## config.mk

```make
export PLATFORM = sky130hd
export DESIGN_NAME = tap_classifier_flat
export DESIGN_NICKNAME = d
export VERILOG_FILES = /design/src/rtl/tap_classifier_if.sv /design/src/rtl/tap_classifier.sv /design/src/flat_wrapper.sv
export SDC_FILE = /design/constraint.sdc
export NUM_CORES = 1
export LEC_CHECK = 0
export BUFFER_PORTS_ARGS = -buffer_cell sky130_fd_sc_hd__clkbuf_2
export CAP_MARGIN = 20
export CORE_MARGIN = 1.5
export CORE_UTILIZATION = 59
export DETAILED_ROUTE_END_ITERATION = 8
export HOLD_SLACK_MARGIN = 0.03
export PLACE_DENSITY = 0.8
export SKIP_CTS_REPAIR_TIMING = 1
export SLEW_MARGIN = 15
export SYNTH_ARGS = -nofsm -noshare
export SYNTH_HDL_FRONTEND = slang
export SYNTH_SLANG_ARGS = --single-unit
```

## constraint.sdc

```tcl
create_clock -name clk -period 2.3 [get_ports clk]
set_input_delay 0.23 -clock clk [delete_from_list [all_inputs] [get_ports clk]]
set_output_delay 0.23 -clock clk [all_outputs]
set_load 0.02 [all_outputs]
```

## src/rtl/tap_classifier_if.sv

```systemverilog
// Press/gesture signal bundle between the button front-end, the tap classifier
// and the control logic that consumes tap gestures.
interface tap_classifier_if #(
  parameter int MAX_TAPS = 3
);
  localparam int CNT_W = $clog2(MAX_TAPS + 1);

  logic                press_in;
  logic                tap_valid_out;
  logic [CNT_W-1:0]    tap_count_out;
  logic [MAX_TAPS-1:0] tap_onehot_out;
  logic                busy_out;

  modport master (
    output press_in,
    input  tap_valid_out, tap_count_out, tap_onehot_out, busy_out
  );

  modport slave (
    input  press_in,
    output tap_valid_out, tap_count_out, tap_onehot_out, busy_out
  );
endinterface

```

## src/rtl/tap_classifier.sv

```systemverilog
// Groups press pulses separated by less than WINDOW_CYCLES idle cycles into one
// tap gesture and emits a single registered strobe with the tap count.
module tap_classifier #(
  parameter int WINDOW_CYCLES = 50_000_000,
  parameter int MAX_TAPS      = 3
) (
  input  logic            clk,
  input  logic            rst,
  tap_classifier_if.slave tap
);
  localparam int TIMER_W = $clog2(WINDOW_CYCLES);
  localparam int CNT_W   = $clog2(MAX_TAPS + 1);

  localparam logic [TIMER_W-1:0] TIMER_LAST = TIMER_W'(WINDOW_CYCLES - 1);
  localparam logic [CNT_W-1:0]   CNT_CLOSE  = CNT_W'(MAX_TAPS - 1);
  localparam logic [CNT_W-1:0]   CNT_MAX    = CNT_W'(MAX_TAPS);

  typedef enum logic [0:0] {
    IDLE     = 1'b0,
    COUNTING = 1'b1
  } state_t;

  state_t             state;
  logic [TIMER_W-1:0] timer;
  logic [CNT_W-1:0]   count;

  // NOTE: sequential state is written with <= so every branch below sees the
  // pre-edge values of state, timer and count.
  always_ff @(posedge clk) begin
    tap.tap_valid_out  <= 1'b0;
    tap.tap_onehot_out <= '0;
    if (rst) begin
      state             <= IDLE;
      timer             <= '0;
      count             <= '0;
      tap.tap_count_out <= '0;
      tap.busy_out      <= 1'b0;
    end else begin
      unique case (state)
        IDLE: begin
          if (tap.press_in) begin
            state        <= COUNTING;
            count        <= CNT_W'(1);
            timer        <= '0;
            tap.busy_out <= 1'b1;
          end
        end
        COUNTING: begin
          if (tap.press_in && count == CNT_CLOSE) begin
            // Final allowed press closes the gesture without waiting out the window.
            state              <= IDLE;
            count              <= '0;
            timer              <= '0;
            tap.busy_out       <= 1'b0;
            tap.tap_valid_out  <= 1'b1;
            tap.tap_count_out  <= CNT_MAX;
            tap.tap_onehot_out <= MAX_TAPS'(1) << (MAX_TAPS - 1);
          end else if (tap.press_in) begin
            // A press on the last window cycle still wins over the timeout.
            count <= count + 1'b1;
            timer <= '0;
          end else if (timer == TIMER_LAST) begin
            state              <= IDLE;
            count              <= '0;
            timer              <= '0;
            tap.busy_out       <= 1'b0;
            tap.tap_valid_out  <= 1'b1;
            tap.tap_count_out  <= count;
            tap.tap_onehot_out <= MAX_TAPS'(1) << (count - 1'b1);
          end else begin
            timer <= timer + 1'b1;
          end
        end
        default: begin
          state        <= IDLE;
          tap.busy_out <= 1'b0;
        end
      endcase
    end
  end
endmodule

```

## src/flat_wrapper.sv

```systemverilog
// flat-port wrapper written by rule: the top's interface ports become plain ports
module tap_classifier_flat 
#(
  parameter int WINDOW_CYCLES = 50_000_000,
  parameter int MAX_TAPS      = 3
)
  (clk, rst, tap_press_in, tap_tap_valid_out, tap_tap_count_out, tap_tap_onehot_out, tap_busy_out);
  tap_classifier_if #(.MAX_TAPS(MAX_TAPS)) tap_i ();
  input  logic clk;
  input  logic rst;
  input wire logic [$bits(tap_i.press_in)-1:0] tap_press_in;
  output wire logic [$bits(tap_i.tap_valid_out)-1:0] tap_tap_valid_out;
  output wire logic [$bits(tap_i.tap_count_out)-1:0] tap_tap_count_out;
  output wire logic [$bits(tap_i.tap_onehot_out)-1:0] tap_tap_onehot_out;
  output wire logic [$bits(tap_i.busy_out)-1:0] tap_busy_out;
  assign tap_i.press_in = tap_press_in;
  assign tap_tap_valid_out = tap_i.tap_valid_out;
  assign tap_tap_count_out = tap_i.tap_count_out;
  assign tap_tap_onehot_out = tap_i.tap_onehot_out;
  assign tap_busy_out = tap_i.busy_out;
  tap_classifier #(.WINDOW_CYCLES(WINDOW_CYCLES), .MAX_TAPS(MAX_TAPS)) u_core (.clk(clk), .rst(rst), .tap(tap_i));
endmodule
```

==> metrics.sh <==
VIA_COUNT_OF_THE_FIRST_GLOBAL_ROUTING_PASS=1653
CRIT_ARRIVAL_NS=2.29
TIMING.CRITICAL_PATH.MAX_DELAY_FAMILY='simple AND/OR/NAND/NOR gates'
SYNTHESIS_TO_FINISH_AREA_GROWTH_PCT=9.74
CTS_SINKS=36
DRT-VIAS-PER-INSTANCE=6.51
BOUNDARYPINS=10
CP_SLOWEST_STAGE_DELAY_NS=0.40
SYNTH_ENABLE_FLOP_CELLS=0
TIMING_WORST_SETUP_PATH_TYPE='register to register'
START_KIND='register'
SYNTH_CELLS=217
DIE_AREA_MM2=0.00346
SYNTH_TOP_CELL_AREA_SHARE_PCT=39.2
DETAILROUTE.WIRELENGTH.MET2_MM=2.18
MAX-SLEW-MARGIN-REL_PCT=66.0
DRCVIOLATIONCOUNT=0
TOPROUTINGLAYERUSED='met4'
FINAL.FILL_COUNT=245
FP-ROW-COUNT=20
GRT_START_MAX_NET_PINS=19
FLOORPLAN.DIE.HEIGHT_UM=58.8
TIMING.CRITICAL_PATH.SLOWEST_STAGE_CELL='sky130_fd_sc_hd__dfxtp_1'
CTSLONGESTPATHBUFFERS=2
TIGHTEST_SLEW_NS=0.506
GRT.OVERFLOW.TOTAL=0
LEAKAGEPOWER_uW=0.000715
LARGEST_VOLTAGE_DROP_ON_THE_VDD_NET_uV=349
FIN_CLK_SKEW_NS=0.0126
SYNTH.DISTINCT_CELLS=46
ANTENNA_FOUND_INITIAL=0
FINISH.NET_COUNT=239
WIRE_LENGTH_OF_THE_FIRST_GLOBAL_ROUTING_PASS_MM=7.33
POSTSYNTH.ASYNCRESETSHARE_PCT=0
CELL_OCCURRING_MOST_OFTEN_ALONG_THE_WORST_TIMING_PATH='sky130_fd_sc_hd__nand4_1'
MET3_WIRELENGTH_UM=290
HPWLAFTERDP_MM=3.12
REPORT.FINAL.SLEW_VIOL_COUNT=0
CLK_ROOT_BUFFER_CELL='sky130_fd_sc_hd__clkbuf_4'
SYNTH_TOP_CELLS_BY_COUNT='sky130_fd_sc_hd__dfxtp_1, sky130_fd_sc_hd__a21oi_1, sky130_fd_sc_hd__nor2_1, sky130_fd_sc_hd__nand2_1, sky130_fd_sc_hd__a31oi_1'
LAYOUT-DRIVE-GT1-SHARE_PCT=12.9
CP_MAX_FO=5
CLK-INSERTION-DELAY-LATE_NS=0.36
TRITONCTS_CLOCK_TREE='done'
SYNTH.AVG_CELL_AREA_UM2=8.46
FINALSETUPTNS_NS=0
WARNINGS_SYNTHESIS=0
FINALSETUPVIOLATIONS=0
REQUIRED_TIME_REPORTED_FOR_THE_CRITICAL_PATH_ENDPOINT_NS=2.57
PATH_CATEGORY_OF_THE_WORST_MIN_DELAY_CHECK='primary input to register'
STARTING_UTILIZATION_OF_THE_CORE_AREA_PCT=61.2
DIE_WIDTH_UM=58.8
POWERDENSITY_mW_PER_MM2=604
FINAL_ANTENNA_NET_COUNT=0
FMAX_GHz=0.495
NUMCTSBUFFERS=5
FINAL.MIN_CLOCK_PERIOD_NS=2.02
CORE_AREA_MM2=0.00300
YOSYSSEQAREASHARE_PCT=39.2
REPORT.FINAL.HOLD_VIOL_COUNT=0
DETAILED_PLACE.AREA_MM2=0.00192
DETAIL_ROUTE.WIRELENGTH.MET1_MM=1.91
DRT_FIRST_PASS_ITERS=5
GLOBALPLACE.CONGESTION=0.956
WORST-PATH-BUF-INV=1
FLIP_FLOP_CELL_WITH_THE_HIGHEST_COUNT_AFTER_SYNTHESIS='sky130_fd_sc_hd__dfxtp_1'
CRITICAL_PATH.ENDPOINT_TYPE='register'
RSZ0062_AT_GRT='false'
CTS_HTREE_LEVELS=2
GRTUSAGETOTAL_PCT=27.8
FINAL_AREA_MM2=0.00202
SYNTH_AREA_MM2=0.00184
FINALCRITPERIODSHARE_PCT=87.8
MAPPEDNETLISTNETS=225
ROUTE.VIAS.TOTAL=1725
PATH_CELLS='ha_1 > nand4_1 > nor4_1 > buf_4 > nand4_1 > xnor2_1 > a22o_1'
DRT_ITER0_DRC=199
RUN_STATUS='finished clean'
INSERTEDDIODECOUNT=0
WIRELENGTH_MM=4.45
POST-SYNTH-TOP-AREA-CELL='sky130_fd_sc_hd__dfxtp_1'
YOSYS-TOP-CELLS-AREA='sky130_fd_sc_hd__dfxtp_1, sky130_fd_sc_hd__a21oi_1, sky130_fd_sc_hd__a31oi_1'
ROUTE.DETAILED.WL_PER_INST_UM=16.8
IO_BUFFERS=9
YS_FF_LATCH=36
CLKTRANSATPATHREGS_NS=0.12
DRV_CAP=0
MOST_FREQUENTLY_USED_CELL_TYPE_IN_THE_POST_SYNTHESIS_NETLIST='sky130_fd_sc_hd__dfxtp_1'
-- flip-flops by register name (all words and copies together) (netlist names) --
name / flops
u_core.tap.busy_out: 1
u_core.count: 2
u_core.tap.tap_valid_out: 1
u_core.state: 1
u_core.tap.tap_onehot_out: 3
u_core.tap.tap_count_out: 2
u_core.timer: 26
-- cell type report --
class | instances | area (um^2) | area share (%)
Clock buffer | 7 | 65.1 | 3.23
Clock inverter | 1 | 30.0 | 1.49
Inverter | 9 | 33.8 | 1.68
Multi-Input combinational cell | 164 | 1030 | 51.3
Sequential cell | 36 | 721 | 35.8
Tap cell | 33 | 41.3 | 2.05
Timing Repair Buffer | 15 | 90.1 | 4.47
-- worst paths after layout --
path	cells after the start	start	end	slack [ns]
setup / recovery	7	u_core.timer[0]	u_core.timer[22]	0.28
hold / removal	2	rst	u_core.count[1]	0.19
setup reg to reg	7	u_core.timer[0]	u_core.timer[22]	0.28
hold reg to reg	1	u_core.timer[25]	u_core.timer[25]	0.50
-- layout by cell type (no fill, tap or decap), types with 2 or more instances in the layout --
master	n
sky130_fd_sc_hd__nand2_1	15
sky130_fd_sc_hd__dfxtp_1	36
sky130_fd_sc_hd__a211oi_1	3
sky130_fd_sc_hd__and4_1	6
sky130_fd_sc_hd__or3_1	3
sky130_fd_sc_hd__nand4_1	11
sky130_fd_sc_hd__o21ai_0	9
sky130_fd_sc_hd__nor4_1	3
sky130_fd_sc_hd__xor2_1	3
sky130_fd_sc_hd__nor3_1	7
sky130_fd_sc_hd__clkbuf_8	2
sky130_fd_sc_hd__inv_1	9
sky130_fd_sc_hd__a311oi_1	3
sky130_fd_sc_hd__nand3_1	9
sky130_fd_sc_hd__and3_1	4
sky130_fd_sc_hd__nand3b_1	3
sky130_fd_sc_hd__xnor2_1	3
sky130_fd_sc_hd__ha_1	5
sky130_fd_sc_hd__nand2b_1	3
sky130_fd_sc_hd__clkbuf_4	5
sky130_fd_sc_hd__buf_4	6
sky130_fd_sc_hd__a22o_1	3
sky130_fd_sc_hd__or4_1	2
sky130_fd_sc_hd__nor2_1	17
sky130_fd_sc_hd__a21oi_1	20
sky130_fd_sc_hd__a31oi_1	13
sky130_fd_sc_hd__clkbuf_2	9
-- metrics by stage --
stage	util [%]	worst slack, ns	power (uW)	hold WS, ns	cells
floorplan	-	0.419	695	0.439	217
finish	67.1	0.281	1220	0.192	265
detailed placement	64.0	0.320	714	0.471	257
CTS	67.1	0.297	1210	0.190	265
global route	67.1	0.131	1250	0.214	265
global placement	64.0	0.369	711	0.476	257
-- power breakdown --
part           total [uW]  leakage (uW)  switching (uW)  internal [uW]
Sequential            635      0.000291            5.77            629
Combinational        66.0      0.000372            44.2           21.7
Clock                 516     0.0000515             228            288
-- routing by layer --
layer / GRT usage (%) / up-vias
met5: 0 / -
met4: 13.0 / 0
met3: 9.89 / 11
met2: 44.0 / 58
met1: 33.6 / 813
li1: - / 843
-- logic make-up after synthesis --
family	count (synthesis)	synth area share, %
AOI/OAI and AO/OA	59	20.4
xor gates and xnor gates	6	2.86
muxes	1	0.545
and+or+nand+nor	93	29.2
buffers and inverters	17	4.43
adders and majority gates	5	3.41
DFF	36	39.2
Power figures use the tool's default switching activity.
